File: src/rtl/inst_queue_if.sv
// Fetch/decode handshake bundle for the instruction queue.
interface inst_queue_if #(
  parameter int unsigned DEPTH = 8
);
  localparam int unsigned CNT_W = $clog2(DEPTH) + 1;

  logic             flush;
  logic             fs_valid;
  logic [31:0]      fs_pc;
  logic [31:0]      fs_inst;
  logic             fs_ex_adel;
  logic             fs_allowin;
  logic             ds_allowin;
  logic             ds_valid;
  logic [31:0]      ds_pc;
  logic [31:0]      ds_inst;
  logic             ds_ex_adel;
  logic [CNT_W-1:0] count;

  // Pipeline side: drives fetch pushes, decode acceptance and flush
  modport master (
    output flush, fs_valid, fs_pc, fs_inst, fs_ex_adel, ds_allowin,
    input  fs_allowin, ds_valid, ds_pc, ds_inst, ds_ex_adel, count
  );

  // Queue side
  modport slave (
    input  flush, fs_valid, fs_pc, fs_inst, fs_ex_adel, ds_allowin,
    output fs_allowin, ds_valid, ds_pc, ds_inst, ds_ex_adel, count
  );
endinterface

File: src/rtl/inst_queue.sv
// Show-ahead instruction FIFO between fetch and decode, emptied on flush.
module inst_queue #(
  parameter int unsigned DEPTH = 8
) (
  input  logic         clk,
  input  logic         resetn,
  inst_queue_if.slave  q
);

  localparam int unsigned PTR_W = $clog2(DEPTH);
  localparam int unsigned CNT_W = PTR_W + 1;

  typedef struct packed {
    logic [31:0] pc;
    logic [31:0] inst;
    logic        ex_adel;
  } entry_t;

  entry_t           mem_q [DEPTH];
  logic [PTR_W-1:0] rd_ptr_q, rd_ptr_d;
  logic [PTR_W-1:0] wr_ptr_q, wr_ptr_d;
  logic [CNT_W-1:0] count_q,  count_d;

  logic   fs_allowin_c;
  logic   ds_valid_c;
  logic   push_c;
  logic   pop_c;
  entry_t wr_entry_c;
  entry_t head_c;

  // Handshake status comes only from registered occupancy
  assign fs_allowin_c = (count_q != CNT_W'(DEPTH));
  assign ds_valid_c   = (count_q != '0);

  // Flush suppresses both sides of the transfer in the same cycle
  assign push_c = q.fs_valid & fs_allowin_c & ~q.flush;
  assign pop_c  = ds_valid_c & q.ds_allowin & ~q.flush;

  assign wr_entry_c = '{pc: q.fs_pc, inst: q.fs_inst, ex_adel: q.fs_ex_adel};
  assign head_c     = mem_q[rd_ptr_q];

  // Pointer and occupancy next-state; flush returns everything to zero
  always_comb begin
    rd_ptr_d = rd_ptr_q;
    wr_ptr_d = wr_ptr_q;
    count_d  = count_q;
    if (q.flush) begin
      rd_ptr_d = '0;
      wr_ptr_d = '0;
      count_d  = '0;
    end else begin
      if (push_c) wr_ptr_d = wr_ptr_q + PTR_W'(1);
      if (pop_c)  rd_ptr_d = rd_ptr_q + PTR_W'(1);
      if (push_c && !pop_c)      count_d = count_q + CNT_W'(1);
      else if (pop_c && !push_c) count_d = count_q - CNT_W'(1);
    end
  end

  // Control state register
  always_ff @(posedge clk or negedge resetn) begin
    if (!resetn) begin
      rd_ptr_q <= '0;
      wr_ptr_q <= '0;
      count_q  <= '0;
    end else begin
      rd_ptr_q <= rd_ptr_d;
      wr_ptr_q <= wr_ptr_d;
      count_q  <= count_d;
    end
  end

  // Entry storage; contents are don't-care until written
  always_ff @(posedge clk) begin
    if (push_c) mem_q[wr_ptr_q] <= wr_entry_c;
  end

  // Head is shown ahead and zeroed while the queue is empty
  assign q.fs_allowin = fs_allowin_c;
  assign q.ds_valid   = ds_valid_c;
  assign q.ds_pc      = ds_valid_c ? head_c.pc      : 32'h0;
  assign q.ds_inst    = ds_valid_c ? head_c.inst    : 32'h0;
  assign q.ds_ex_adel = ds_valid_c ? head_c.ex_adel : 1'b0;
  assign q.count      = count_q;

endmodule

File: src/flat_wrapper.sv
// flat-port wrapper written by rule: the top's interface ports become plain ports
module inst_queue_flat 
#(
  parameter int unsigned DEPTH = 8
)
  (clk, resetn, q_flush, q_fs_valid, q_fs_pc, q_fs_inst, q_fs_ex_adel, q_ds_allowin, q_fs_allowin, q_ds_valid, q_ds_pc, q_ds_inst, q_ds_ex_adel, q_count);
  inst_queue_if #(.DEPTH(DEPTH)) q_i ();
  input  logic clk;
  input  logic resetn;
  input wire logic [$bits(q_i.flush)-1:0] q_flush;
  input wire logic [$bits(q_i.fs_valid)-1:0] q_fs_valid;
  input wire logic [$bits(q_i.fs_pc)-1:0] q_fs_pc;
  input wire logic [$bits(q_i.fs_inst)-1:0] q_fs_inst;
  input wire logic [$bits(q_i.fs_ex_adel)-1:0] q_fs_ex_adel;
  input wire logic [$bits(q_i.ds_allowin)-1:0] q_ds_allowin;
  output wire logic [$bits(q_i.fs_allowin)-1:0] q_fs_allowin;
  output wire logic [$bits(q_i.ds_valid)-1:0] q_ds_valid;
  output wire logic [$bits(q_i.ds_pc)-1:0] q_ds_pc;
  output wire logic [$bits(q_i.ds_inst)-1:0] q_ds_inst;
  output wire logic [$bits(q_i.ds_ex_adel)-1:0] q_ds_ex_adel;
  output wire logic [$bits(q_i.count)-1:0] q_count;
  assign q_i.flush = q_flush;
  assign q_i.fs_valid = q_fs_valid;
  assign q_i.fs_pc = q_fs_pc;
  assign q_i.fs_inst = q_fs_inst;
  assign q_i.fs_ex_adel = q_fs_ex_adel;
  assign q_i.ds_allowin = q_ds_allowin;
  assign q_fs_allowin = q_i.fs_allowin;
  assign q_ds_valid = q_i.ds_valid;
  assign q_ds_pc = q_i.ds_pc;
  assign q_ds_inst = q_i.ds_inst;
  assign q_ds_ex_adel = q_i.ds_ex_adel;
  assign q_count = q_i.count;
  inst_queue #(.DEPTH(DEPTH)) u_core (.clk(clk), .resetn(resetn), .q(q_i));
endmodule
File: config.mk
export PLATFORM = sky130hd
export DESIGN_NAME = inst_queue_flat
export DESIGN_NICKNAME = d
export VERILOG_FILES = /design/src/rtl/inst_queue_if.sv /design/src/rtl/inst_queue.sv /design/src/flat_wrapper.sv
export SDC_FILE = /design/constraint.sdc
export NUM_CORES = 1
export LEC_CHECK = 0
export CAP_MARGIN = 20
export CORE_AREA = 2 2 206 208
export CTS_BUF_LIST = sky130_fd_sc_hd__clkbuf_8
export DETAILED_ROUTE_END_ITERATION = 10
export DIE_AREA = 0 0 208 210
export PLACE_DENSITY = 0.71
export REMOVE_ABC_BUFFERS = 1
export SKIP_CTS_REPAIR_TIMING = 1
export SYNTH_ARGS = -nofsm -noshare
export SYNTH_HDL_FRONTEND = slang
export SYNTH_SLANG_ARGS = --single-unit
File: constraint.sdc
create_clock -name clk -period 7.75 [get_ports clk]
set_input_delay 1.1625 -clock clk [delete_from_list [all_inputs] [get_ports clk]]
set_output_delay 1.1625 -clock clk [all_outputs]
set_load 0.01 [all_outputs]
== Yosys cells after proc, flatten, opt, wreduce, memory -nomap -nowiden ==
Memory sizes are Yosys's and may differ from the RTL's.
Cells that the tools add are included.

* Flip-flop bits (word level): 10
* Latch bits: 0
* RAM bits: 520
* Bits in read-only memories: 0
* Input bits: 70
* Output and inout port bits: 71
* Memories kept: 1

* $add $sub $neg: 4
* $mul: 0
* Divide/modulo/power cells: 0
* Magnitude comparators: 0
* Eq/ne operators: 1
* Shift operators: 0
* Mux-type cells: 12
* Bitwise gates (word level): 5
* Reduce and logical (&&, ||, !) cells: 8

{| class="wikitable"
|+ Memory list
! memory !! depth !! width !! read ports !! clocked after Yosys merged registers in !! wr ports !! line !! source
|-
| u_core.mem_q || 8 || 65 || 1 || 0 || 1 || inst_queue.sv:19 || <nowiki>entry_t mem_q [DEPTH];</nowiki>
|}

{| class="wikitable"
|+ Operator list
! kind !! count
|-
| two-way mux 32 bit || 2
|-
| two-way mux 3 bit || 4
|-
| two-way mux 4 bit || 3
|-
| adder 3 x 1 -> 3 bit (second input constant) || 2
|-
| adder 4 x 1 -> 4 bit (second input constant) || 1
|-
| bitwise AND 1 bit || 4
|-
| != test 4 bit (second input constant) || 1
|-
| nonzero test 2 bit || 2
|-
| nonzero test 4 bit || 1
|-
| subtractor 4 x 1 -> 4 bit (second input constant) || 1
|-
| two-way mux 1 bit || 3
|-
| nonzero test 3 bit || 1
|-
| logical AND 1 bit || 2
|-
| logical NOT 1 bit || 2
|-
| NOT 1 bit || 1
|}

== Logic depth before layout (Yosys ltp) ==
Gate-level depths: netlist (run 1).

* Depth after elaboration: 8
* Mapped depth: 10

== Worst setup path before layout (run 1) ==
Ideal clock, no wire load.

* Path type: in2reg
* Start: input port q_fs_valid
* End: memory u_core.mem_q[0][0] in the netlist's numbering (enable)
* Arrival time: 6192 ps
* Required time: 7182 ps
* Slack: 990 ps
* Stages: 5
* Path buffers: 1
* Cell sequence: buf_2 > inv_1 > nor3b_2 > nand2b_2 > nor3_1

* Longest elaborated chain between the ends: 4

{| class="wikitable"
|+ RTL lines
! element !! line !! source
|-
| start, declared || flat_wrapper.sv:11 || <nowiki>input wire logic [$bits(q_i.fs_valid)-1:0] q_fs_valid;</nowiki>
|-
| bitwise AND 1 bit (2 in a row) || inst_queue.sv:36 || <nowiki>assign push_c = q.fs_valid & fs_allowin_c & ~q.flush;</nowiki>
|-
| two-way mux 1 bit || inst_queue.sv:74 || <nowiki>if (push_c) mem_q[wr_ptr_q] <= wr_entry_c;</nowiki>
|-
| two-way mux 1 bit (implied by the code) || inst_queue.sv:74 ||
|-
| end, declared || inst_queue.sv:19 ||
|}

No other way between the ends.

== Worst setup path in the final report (run 1) ==
* Start: register u_core.rd_ptr_q[1]
* End: output port q_ds_pc[2]

* Longest elaborated chain between the ends: 2

{| class="wikitable"
|+ RTL lines
! element !! line !! source
|-
| start, declared || inst_queue.sv:20 || <nowiki>logic [PTR_W-1:0] rd_ptr_q, rd_ptr_d;</nowiki>
|-
| start signal, assigned || inst_queue.sv:66 || <nowiki>rd_ptr_q <= rd_ptr_d;</nowiki>
|-
| memory read (8 x 65 bit) || n/a ||
|-
| two-way mux 32 bit || inst_queue.sv:80 || <nowiki>assign q.ds_pc = ds_valid_c ? head_c.pc : 32'h0;</nowiki>
|-
| end, declared || flat_wrapper.sv:18 || <nowiki>output wire logic [$bits(q_i.ds_pc)-1:0] q_ds_pc;</nowiki>
|}

No other way between the ends.

==> results of run 1 <==
-- per-layer routing --
metal	up-vias	track usage, %
met2	264	29.97
met5	-	0
met1	4996	25.52
met4	6	5.551
li1	4156	-
met3	48	4.723
-- area by class of cell --
cell class	count	area share, %
antenna	2	0.02090
clock buffer	87	5.001
clock inverter	60	1.103
inverter	6	0.09406
multi-input combinational	322	18.09
sequential	530	66.31
tap	539	2.817
timing repair buffer	158	6.574
-- worst max-delay path: cells and delay by family, from the launching register on --
kind | cells | cell delay, ps
simple gates | 1 | 280
mux | 2 | 420
buf+inv | 2 | 1340
flops | 1 | 840
-- registers in the layout (all words and copies together), names as in the netlist --
| signal | flops |
|---|---|
| u_core.mem_q | 520 |
| u_core.q.count | 4 |
| u_core.rd_ptr_q | 3 |
| u_core.wr_ptr_q | 3 |
-- metrics by stage --
step	setup slack [ps]	hold slack [ps]	utilization [%]	power [mW]	instance area [um^2]
CTS	2957	650.8	57.62	7.600	23900
global placement	3276	611.1	54.10	5.500	22440
finish	3053	643.9	57.73	7.481	23940
floorplan	613.4	560.4	-	4.739	20150
detailed placement	3221	638.3	54.10	5.515	22440
global route	2895	676.2	57.72	7.829	23940
-- power groups by stage --
stage	Clock, mW	Sequential (mW)	Combinational, mW
floorplan	0	3.54	1.20
global placement	0	3.41	2.09
detailed placement	0	3.41	2.10
CTS	2.13	3.35	2.11
global route	2.24	3.36	2.23
finish	2.07	3.35	2.06
-- logic make-up after synthesis --
logic type | synth area share (%)
buffers and inverters | 1.596
and+or+nand+nor | 2.116
xor gates and xnor gates | 0.2569
DFF | 77.55
adders and majority gates | 0.3425
muxes | 17.64
AOI/OAI and AO/OA | 0.5016
-- Yosys cell counts --
cell / n / area (um^2)
a21oi_1: 2 / 10.01
o2111ai_1: 1 / 8.760
o21ai_0: 1 / 5.000
inv_1: 6 / 22.52
mux2i_1: 68 / 680.7
nor3b_2: 1 / 12.51
clkbuf_1: 10 / 37.54
nor4_1: 1 / 6.260
nor2_1: 79 / 296.5
nand2_1: 6 / 22.52
nand2b_2: 1 / 8.760
nor3_1: 4 / 20.02
o211ai_1: 1 / 7.510
o21a_1: 1 / 7.510
nand2b_1: 2 / 12.51
buf_2: 27 / 135.1
fa_1: 1 / 20.02
buf_1: 2 / 7.510
edfxtp_1: 520 / 15610
o311a_4: 1 / 21.27
xnor2_1: 2 / 17.52
buf_6: 11 / 123.9
a211o_1: 1 / 8.760
a211oi_4: 1 / 20.02
ha_1: 4 / 50.05
dfrtp_1: 10 / 250.2
mux4_2: 130 / 2928
nand2_2: 1 / 6.260
nand3_1: 5 / 25.02
xor2_1: 4 / 35.03
or4b_1: 1 / 10.01
nor4_2: 1 / 12.51
a211oi_1: 1 / 7.510
a31oi_1: 1 / 6.260
-- how the worst min path moves through the flow --
stage	from	to	slack, ps	cells past startpoint
finish	u_core.wr_ptr_q[0]	u_core.wr_ptr_q[0]	640	2
global route	u_core.wr_ptr_q[0]	u_core.wr_ptr_q[0]	680	2
CTS	u_core.wr_ptr_q[0]	u_core.wr_ptr_q[0]	650	2
detailed placement	u_core.wr_ptr_q[0]	u_core.wr_ptr_q[0]	640	2
global placement	u_core.wr_ptr_q[0]	u_core.wr_ptr_q[0]	610	2
floorplan	u_core.wr_ptr_q[0]	u_core.wr_ptr_q[0]	560	2
==> key figures, run 1 <==
Status
  – Status: finished, final reports clean

Layout
  – Register area: 0.01588 mm^2
  – Nets@finish: 1,175
  – Filler Cell Count: 3,045
  – Layout cells sized above 1: between 20% and 30%
  – Multi-input gate area: between 0.004 and 0.005 mm^2
  – Commonest non-fill, non-tap cell in the layout: edfxtp_1
  – Highest-count cells in the layout ignoring fill and taps: edfxtp_1 (520), clkdlybuf4s50_1 (140), mux4_2 (130), clkbuf_8 (87), nor2_1 (73)
  – Synthesis-to-finish area growth: 17.04%
  – Cell Count, Final, Fillers Out: between 1,500 and 2,000

Detailed routing
  – Routed WL per cell: 23.53 um
  – ANT nets after route: 0
  – Met1 wire length: 17,510 um
  – DRC: 0
  – Vias: approximately 9,500
  – DR pass1 iterations: 5
  – Total Routed Length: approximately 40,000 um
  – DR WL met3: between 2000 and 2500 um
  – Met2 Wirelength: roughly 20,000 um
  – DR iter-0 viols: 676
  – Via density: 5.558
  – Top Metal Used: met5

CTS
  – Bufs on Longest Clock Path: 3
  – CTS root buf: clkbuf_8
  – TritonCTS Buffers: 82
  – Clock-pin slew on the worst setup and hold paths: 60 ps
  – CTS tree: yes
  – Clock Sinks: 530
  – H-tree lvl count: 3
  – Skew-Pair Late Insertion Delay: 610 ps

Power
  – Clock share of power: 27.7%
  – Int Pwr: 5.396 mW
  – Leak: 7.439 nW
  – Reg power frac: 44.8%
  – Pwr dens: 312.4 mW/mm^2
  – Switch Pwr: 2.085 mW
  – Peak VDD IR: approximately 0.32 mV
  – Sw Ratio: 27.87%
  – Gate power share: between 20% and 30%

Worst setup path
  – R2R Setup Slk: roughly 4400 ps
  – CP max stage delay: between 800 and 900 ps
  – Worst EP required: 6590 ps
  – Reg-to-Reg Start: u_core.q.count[0]
  – Worst-path fanout max: 50
  – CP endpoint: q_ds_pc[2]
  – Worst setup EP type: output pin
  – Crit path from: u_core.rd_ptr_q[1]
  – Worst reg2reg path depth: 10
  – Slowest CP cell: dfrtp_4
  – CP Launch Type: flop
  – R2R Path End: u_core.q.count[3]
  – Crit path DAT: 3530 ps
  – Setup CP Type: reg -> out
  – Critical path cell sequence: buf_4, mux4_2, mux2i_1, nor2_1, clkdlybuf4s50_1

STA
  – Period utilization: between 60% and 70%
  – Worst Tran Pin Value: 1062 ps
  – Setup violations, final: 0
  – Setup TNS: 0 ps
  – Slew HR: 29.20%
  – Final-report max-slew violation count: 0
  – Fmax: between 200 and 250 MHz
  – RSZ-0062 raised after global routing: no
  – Count of final hold-check violations: 0
  – Final min period: 4697 ps
  – Clock Skews: 25.57 ps

Floorplanning
  – Chip height: 210 um
  – Boundary Pins: 141
  – Die width: 208 um
  – Starting Density: 49.32%
  – Site Rows: between 70 and 80
  – DIE AREA: 0.04368 mm^2
  – Core box area: 0.04148 mm^2

Yosys
  – Syn. warnings: 0
  – Post-synth cell types: 34
  – Sequential share of the synthesized area: between 70% and 80%
  – Synth Instances: a little over 900
  – Seq cells post-synth: 530
  – Cell Area, Synth: 0.02046 mm^2
  – Synthesized area per cell: 22.53 um^2

Global routing
  – Largest net degree at the start of global routing: 87
  – Initial antenna violation count: 5
  – Vias in the first global route: 10,270
  – Grt ovf: 0
  – First-pass GRT wire length: 60,780 um
  – Gr usage total: approximately a fifth

Placement
  – DP HPWL: 20,760 um
  – Placed Cells: between 1,500 and 2,000
  – Buffers on Ports: 140
  – Placer Congestion: 0.6978

Min path
  – Hold WC Path Type: reg -> reg

Job
  – Max-Cap Viols: 0
Note: power is estimated with default switching activity, not from simulation.
==> inputs of run 2 (changes only) <==
==> constraint.sdc (replaced) <==
create_clock -name clk -period 4.75 [get_ports clk]
set_input_delay 0.7125 -clock clk [delete_from_list [all_inputs] [get_ports clk]]
set_output_delay 0.7125 -clock clk [all_outputs]
set_load 0.01 [all_outputs]
==> run 2 against run 1 <==
Net effect:
- routed wire length shrank 3.2%
- sequential share of layout area shrank 0.34 points
- global-route usage shrank 0.55 points
- clock skew grew 3.1 ps
- combinational power grew 65%
- utilization grew 0.30 points
- count of clock-buffer cells in the layout shrank 5
- total power grew 63%
- non-clock buffer count grew 7
- setup slack lost 2300 ps
- largest cell class unchanged
==> key figures, run 2 (synthesized netlist as in run 1, its figures left out) <==
STA
  – Final-report max-slew violation count: 0
  – Worst Tran Pin Value: around 1000 ps
  – Count of final hold-check violations: 0
  – Final WS setup: 731.6 ps
  – Final min period: 4018 ps
  – RSZ-0062 raised after global routing: no
  – Worst hold slack: 432.5 ps
  – Fmax: 248.9 MHz
  – Slew HR: 31.41%
  – Clock Skews: 28.68 ps
  – Period utilization: 84.60%
  – Setup TNS: 0 ps
  – Setup violations, final: 0

Layout
  – Max reg flops: 520
  – Layout cells sized above 1: 23.22%
  – Filler Cell Count: between 2,000 and 3,000
  – Register area: ~0.016 mm^2
  – Fin area: 0.02407 mm^2
  – Multi-input gate area: 0.004330 mm^2
  – Top reg by flops: u_core.mem_q
  – Post-layout util: 58.02%
  – Synthesis-to-finish area growth: 17.64%
  – Nets@finish: around 1,200
  – Highest-count cells in the layout ignoring fill and taps: edfxtp_1 (520), clkdlybuf4s50_1 (140), mux4_2 (130), clkbuf_8 (82), nor2_1 (73)
  – Commonest non-fill, non-tap cell in the layout: edfxtp_1
  – Cell Count, Final, Fillers Out: 1,708

Job
  – Max-Cap Viols: 0

Floorplanning
  – Starting Density: 49.32%
  – Chip height: 210 um
  – DIE AREA: 0.04368 mm^2
  – Site Rows: 75
  – Die width: 208 um
  – Core box area: 0.04148 mm^2
  – Boundary Pins: roughly 140

Worst setup path
  – Setup CP Type: reg -> out
  – Worst setup EP type: output pin
  – Reg-to-Reg Start: u_core.q.count[0]
  – Crit path DAT: ~3300 ps
  – Worst-path fanout max: 28
  – Crit path from: u_core.rd_ptr_q[0]
  – CP max stage delay: 810 ps
  – Slowest CP cell: dfrtp_4
  – CP Launch Type: flop
  – Critical path cell sequence: buf_4, mux4_2, mux2i_1, nor2_1, clkdlybuf4s50_1
  – Worst EP required: 4040 ps

CTS
  – Bufs on Longest Clock Path: 3
  – TritonCTS Buffers: 82
  – CTS root buf: clkbuf_8
  – Clock Sinks: 530
  – Clock-pin slew on the worst setup and hold paths: 60 ps
  – H-tree lvl count: 3
  – Skew-Pair Late Insertion Delay: between 600 and 700 ps
  – CTS tree: yes

Placement
  – Post-place setup slack: 1344 ps
  – Buffers on Ports: 140
  – DP HPWL: 21,580 um
  – DP Area: 0.02264 mm^2
  – Placer Congestion: 0.7049
  – Placed Cells: about 1,600

Detailed routing
  – DR iter-0 viols: between 700 and 800
  – Vias: 9,514
  – DRC: 0
  – Total Routed Length: 38,820 um
  – Routed WL per cell: 22.73 um
  – Via density: 5.570
  – ANT nets after route: 0
  – DR pass1 iterations: 5

Min path
  – Hold WC Path Type: in -> async

Power
  – Final total power: 12.19 mW
  – Leak: approximately 7.5 nW
  – Pwr dens: 506.6 mW/mm^2
  – Peak VDD IR: 0.3423 mV

Global routing
  – First-pass GRT wire length: around 60,000 um
  – Initial antenna violation count: 2
  – Gr usage total: 18.08%
  – Largest net degree at the start of global routing: 62
  – Vias in the first global route: roughly 10,000
  – Grt ovf: 0

Status
  – Status: finished, final reports clean
[run 2: cell types whose count changed in the layout (fill, tap and decap cells not counted), moves of 2 or more]
cell,previous run,this run
inv_8,0,2
clkinv_1,24,18
clkinv_2,7,10
buf_12,3,12
buf_4,15,13
clkbuf_8,87,82
inv_6,0,2
[run 2: critical path: cells and delay by family, from the launching register on]
| family | cells | cell delay [ps] |
|---|---|---|
| multiplexers | 2 | 860 |
| AND/OR/NAND/NOR | 1 | 80 |
| buffers and inverters | 2 | 890 |
| flip-flops | 1 | 810 |
[run 2: routing by layer]
metal / vias to the layer above / track usage (%) / wire [um]
met5: - / 0 / 0
met3: 45 / 3.978 / 2328
met4: 0 / 5.625 / 656
li1: 4178 / - / -
met2: 289 / 28.93 / 19040
met1: 5002 / 25.26 / 16790
[run 2: area by class of cell]
type,count,area share [%]
multi-input combinational,322,17.99
inverter,6,0.09358
antenna,2,0.02080
tap,539,2.802
clock buffer,82,4.689
clock inverter,62,1.206
sequential,530,65.97
timing repair buffer,165,7.226
[run 2: worst paths after layout]
check                                      to  slack [ps]  cells past startpoint
max reg2reg                 u_core.q.count[3]        1800                      9
min reg2reg                u_core.wr_ptr_q[0]         640                      2
max                               q_ds_pc[21]         730                      5
min in group clk           u_core.wr_ptr_q[0]         640                      2
min                         u_core.q.count[1]         430                      1
max in group asynchronous  u_core.rd_ptr_q[2]        3950                      1
[run 2: where the power goes]
part | switching (mW) | total, mW | internal [mW]
clock | 1.67 | 3.29 | 1.62
combinational | 1.54 | 3.40 | 1.86
sequential | 0.192 | 5.50 | 5.31
total | 3.40 | 12.2 | 8.79
==> inputs of run 3 (changes only) <==
==> constraint.sdc (replaced) <==
create_clock -name clk -period 3.7 [get_ports clk]
set_input_delay 0.555 -clock clk [delete_from_list [all_inputs] [get_ports clk]]
set_output_delay 0.555 -clock clk [all_outputs]
set_load 0.01 [all_outputs]
==> run 3 against run 2 <==
Net effect:
- register-to-register slack worse by 790 ps
- total power up 30%
- routed wire length up 2.6%
- highest routed layer is now met5
- clock power rose by 30%
- sequential share of layout area shrank 0.78 points
- combinational power is 36% higher
- critical endpoint is now q_ds_inst[24]
- global-route usage up 0.29 points
- final area increased by 1.2%
- utilization increased by 0.69 points
- critical path depth is 1 higher
- via count increased by 0.80%
==> key figures, run 3 (synthesized netlist as in run 1, its figures left out) <==
Status
  – Status: finished, final reports clean

Worst setup path
  – Slowest CP cell: dfrtp_4
  – Worst-path fanout max: 36
  – R2R Setup Slk: 1010 ps
  – Worst EP required: between 3000 and 4000 ps
  – Setup CP Type: reg -> out
  – CP max stage delay: 550 ps
  – Worst setup EP type: output pin
  – Critical path's top delay family: buffers and inverters
  – Buf/Inv on CP: 3
  – Critical path cell sequence: buf_16, buf_4, mux4_2, mux2i_1, nor2_1, clkdlybuf4s50_1
  – R2R Path End: u_core.q.count[3]
  – Reg-to-Reg Start: u_core.q.count[0]
  – Crit path from: u_core.rd_ptr_q[0]
  – CP Launch Type: flop
  – Crit path DAT: between 2000 and 3000 ps
  – Worst reg2reg path depth: 8

STA
  – Clock Skews: 20.67 ps
  – Final min period: about 3500 ps
  – Worst Tran Pin Value: 584.6 ps
  – Final-report max-slew violation count: 0
  – RSZ-0062 raised after global routing: no
  – Setup TNS: 0 ps
  – Count of final hold-check violations: 0
  – Period utilization: 94.41%
  – Setup violations, final: 0
  – Slew HR: approximately three fifths
  – Fmax: 286.3 MHz
  – Final WS setup: roughly 210 ps

Global routing
  – Vias in the first global route: 10,210
  – Grt ovf: 0
  – Largest net degree at the start of global routing: 66
  – Initial antenna violation count: 3
  – Gr usage total: 18.37%
  – First-pass GRT wire length: between 60,000 and 70,000 um

Detailed routing
  – Via density: 5.566
  – DR pass1 iterations: 6
  – Total Routed Length: between 30,000 and 40,000 um
  – DR iter-0 viols: 758
  – DRC: 0
  – Routed WL per cell: 23.11 um
  – ANT nets after route: 0
  – Vias: 9,590

CTS
  – Clock-pin slew on the worst setup and hold paths: approximately 60 ps
  – TritonCTS Buffers: 81
  – Bufs on Longest Clock Path: 3
  – Clock Sinks: 530
  – CTS root buf: clkbuf_8
  – CTS tree: yes
  – Skew-Pair Late Insertion Delay: 600 ps
  – H-tree lvl count: 3

Placement
  – Buffers on Ports: 140
  – DP Area: around 0.023 mm^2
  – DP HPWL: 21,150 um
  – Post-place setup slack: roughly 670 ps
  – Placer Congestion: roughly 0.7

Power
  – Final total power: approximately 16 mW
  – Leak: 7.619 nW
  – Peak VDD IR: 0.6328 mV
  – Pwr dens: 652.3 mW/mm^2

Layout
  – Highest-count cells in the layout ignoring fill and taps: edfxtp_1 (520), clkdlybuf4s50_1 (140), mux4_2 (130), clkbuf_8 (85), nor2_1 (73)
  – Layout cells sized above 1: between 20% and 30%
  – Nets@finish: approximately 1,200
  – Fin area: 0.02435 mm^2
  – Synthesis-to-finish area growth: 19.04%
  – Commonest non-fill, non-tap cell in the layout: edfxtp_1
  – Top reg by flops: u_core.mem_q
  – Post-layout util: 58.71%
  – Max reg flops: 520

Floorplanning
  – Chip height: 210 um
  – DIE AREA: 0.04368 mm^2
  – Boundary Pins: roughly 140
  – Die width: 208 um
  – Site Rows: 75
  – Core box area: 0.04148 mm^2
  – Starting Density: 49.32%

Min path
  – Hold WC Path Type: in -> async

Job
  – Max-Cap Viols: 0
## run 3: power by group
part / switching (mW) / total [mW] / leakage [nW] / internal [mW]
Sequential: 0.167 / 6.98 / 4.82 / 6.81
Clock: 2.10 / 4.29 / 0.846 / 2.19
Combinational: 2.12 / 4.62 / 1.95 / 2.50
## run 3: worst max-delay path by stage
| stage | endpoint | slack, ps | cells after the start |
|---|---|---|---|
| after floorplan | q_ds_ex_adel | -2830 | 3 |
| after global placement | q_ds_inst[4] | 740 | 6 |
| after detailed placement | u_core.q.count[3] | 670 | 9 |
| after CTS | q_ds_inst[24] | 40 | 6 |
| after global routing | q_ds_inst[24] | 40 | 6 |
| final | q_ds_inst[24] | 210 | 6 |
## run 3: final cells by class
cell class	count	area [um^2]
antenna	1	2.502
fill	3014	17120
multi-input combinational	322	4330
timing repair buffer	180	2004
tap	539	674.4
clock buffer	85	1170
clock inverter	60	272.8
inverter	6	22.52
sequential	530	15880
## run 3: per-layer routing
layer	vias up	track usage (%)	routed length, um	part of all wire, %
li1	4210	-	-	-
met1	5017	25.60	16920	42
met2	304	29.53	19670	49
met3	55	4.246	2639	6.6
met4	4	5.160	567	1.4
met5	-	0	24	0.060
## run 3: stage by stage
stage                     hold slack [ps]  std cells
after CTS                           260.3       1714
after global placement              592.1       1569
after global routing                291.2       1722
after detailed placement            613.7       1569
after floorplan                     259.4        858
final                               287.2       1723
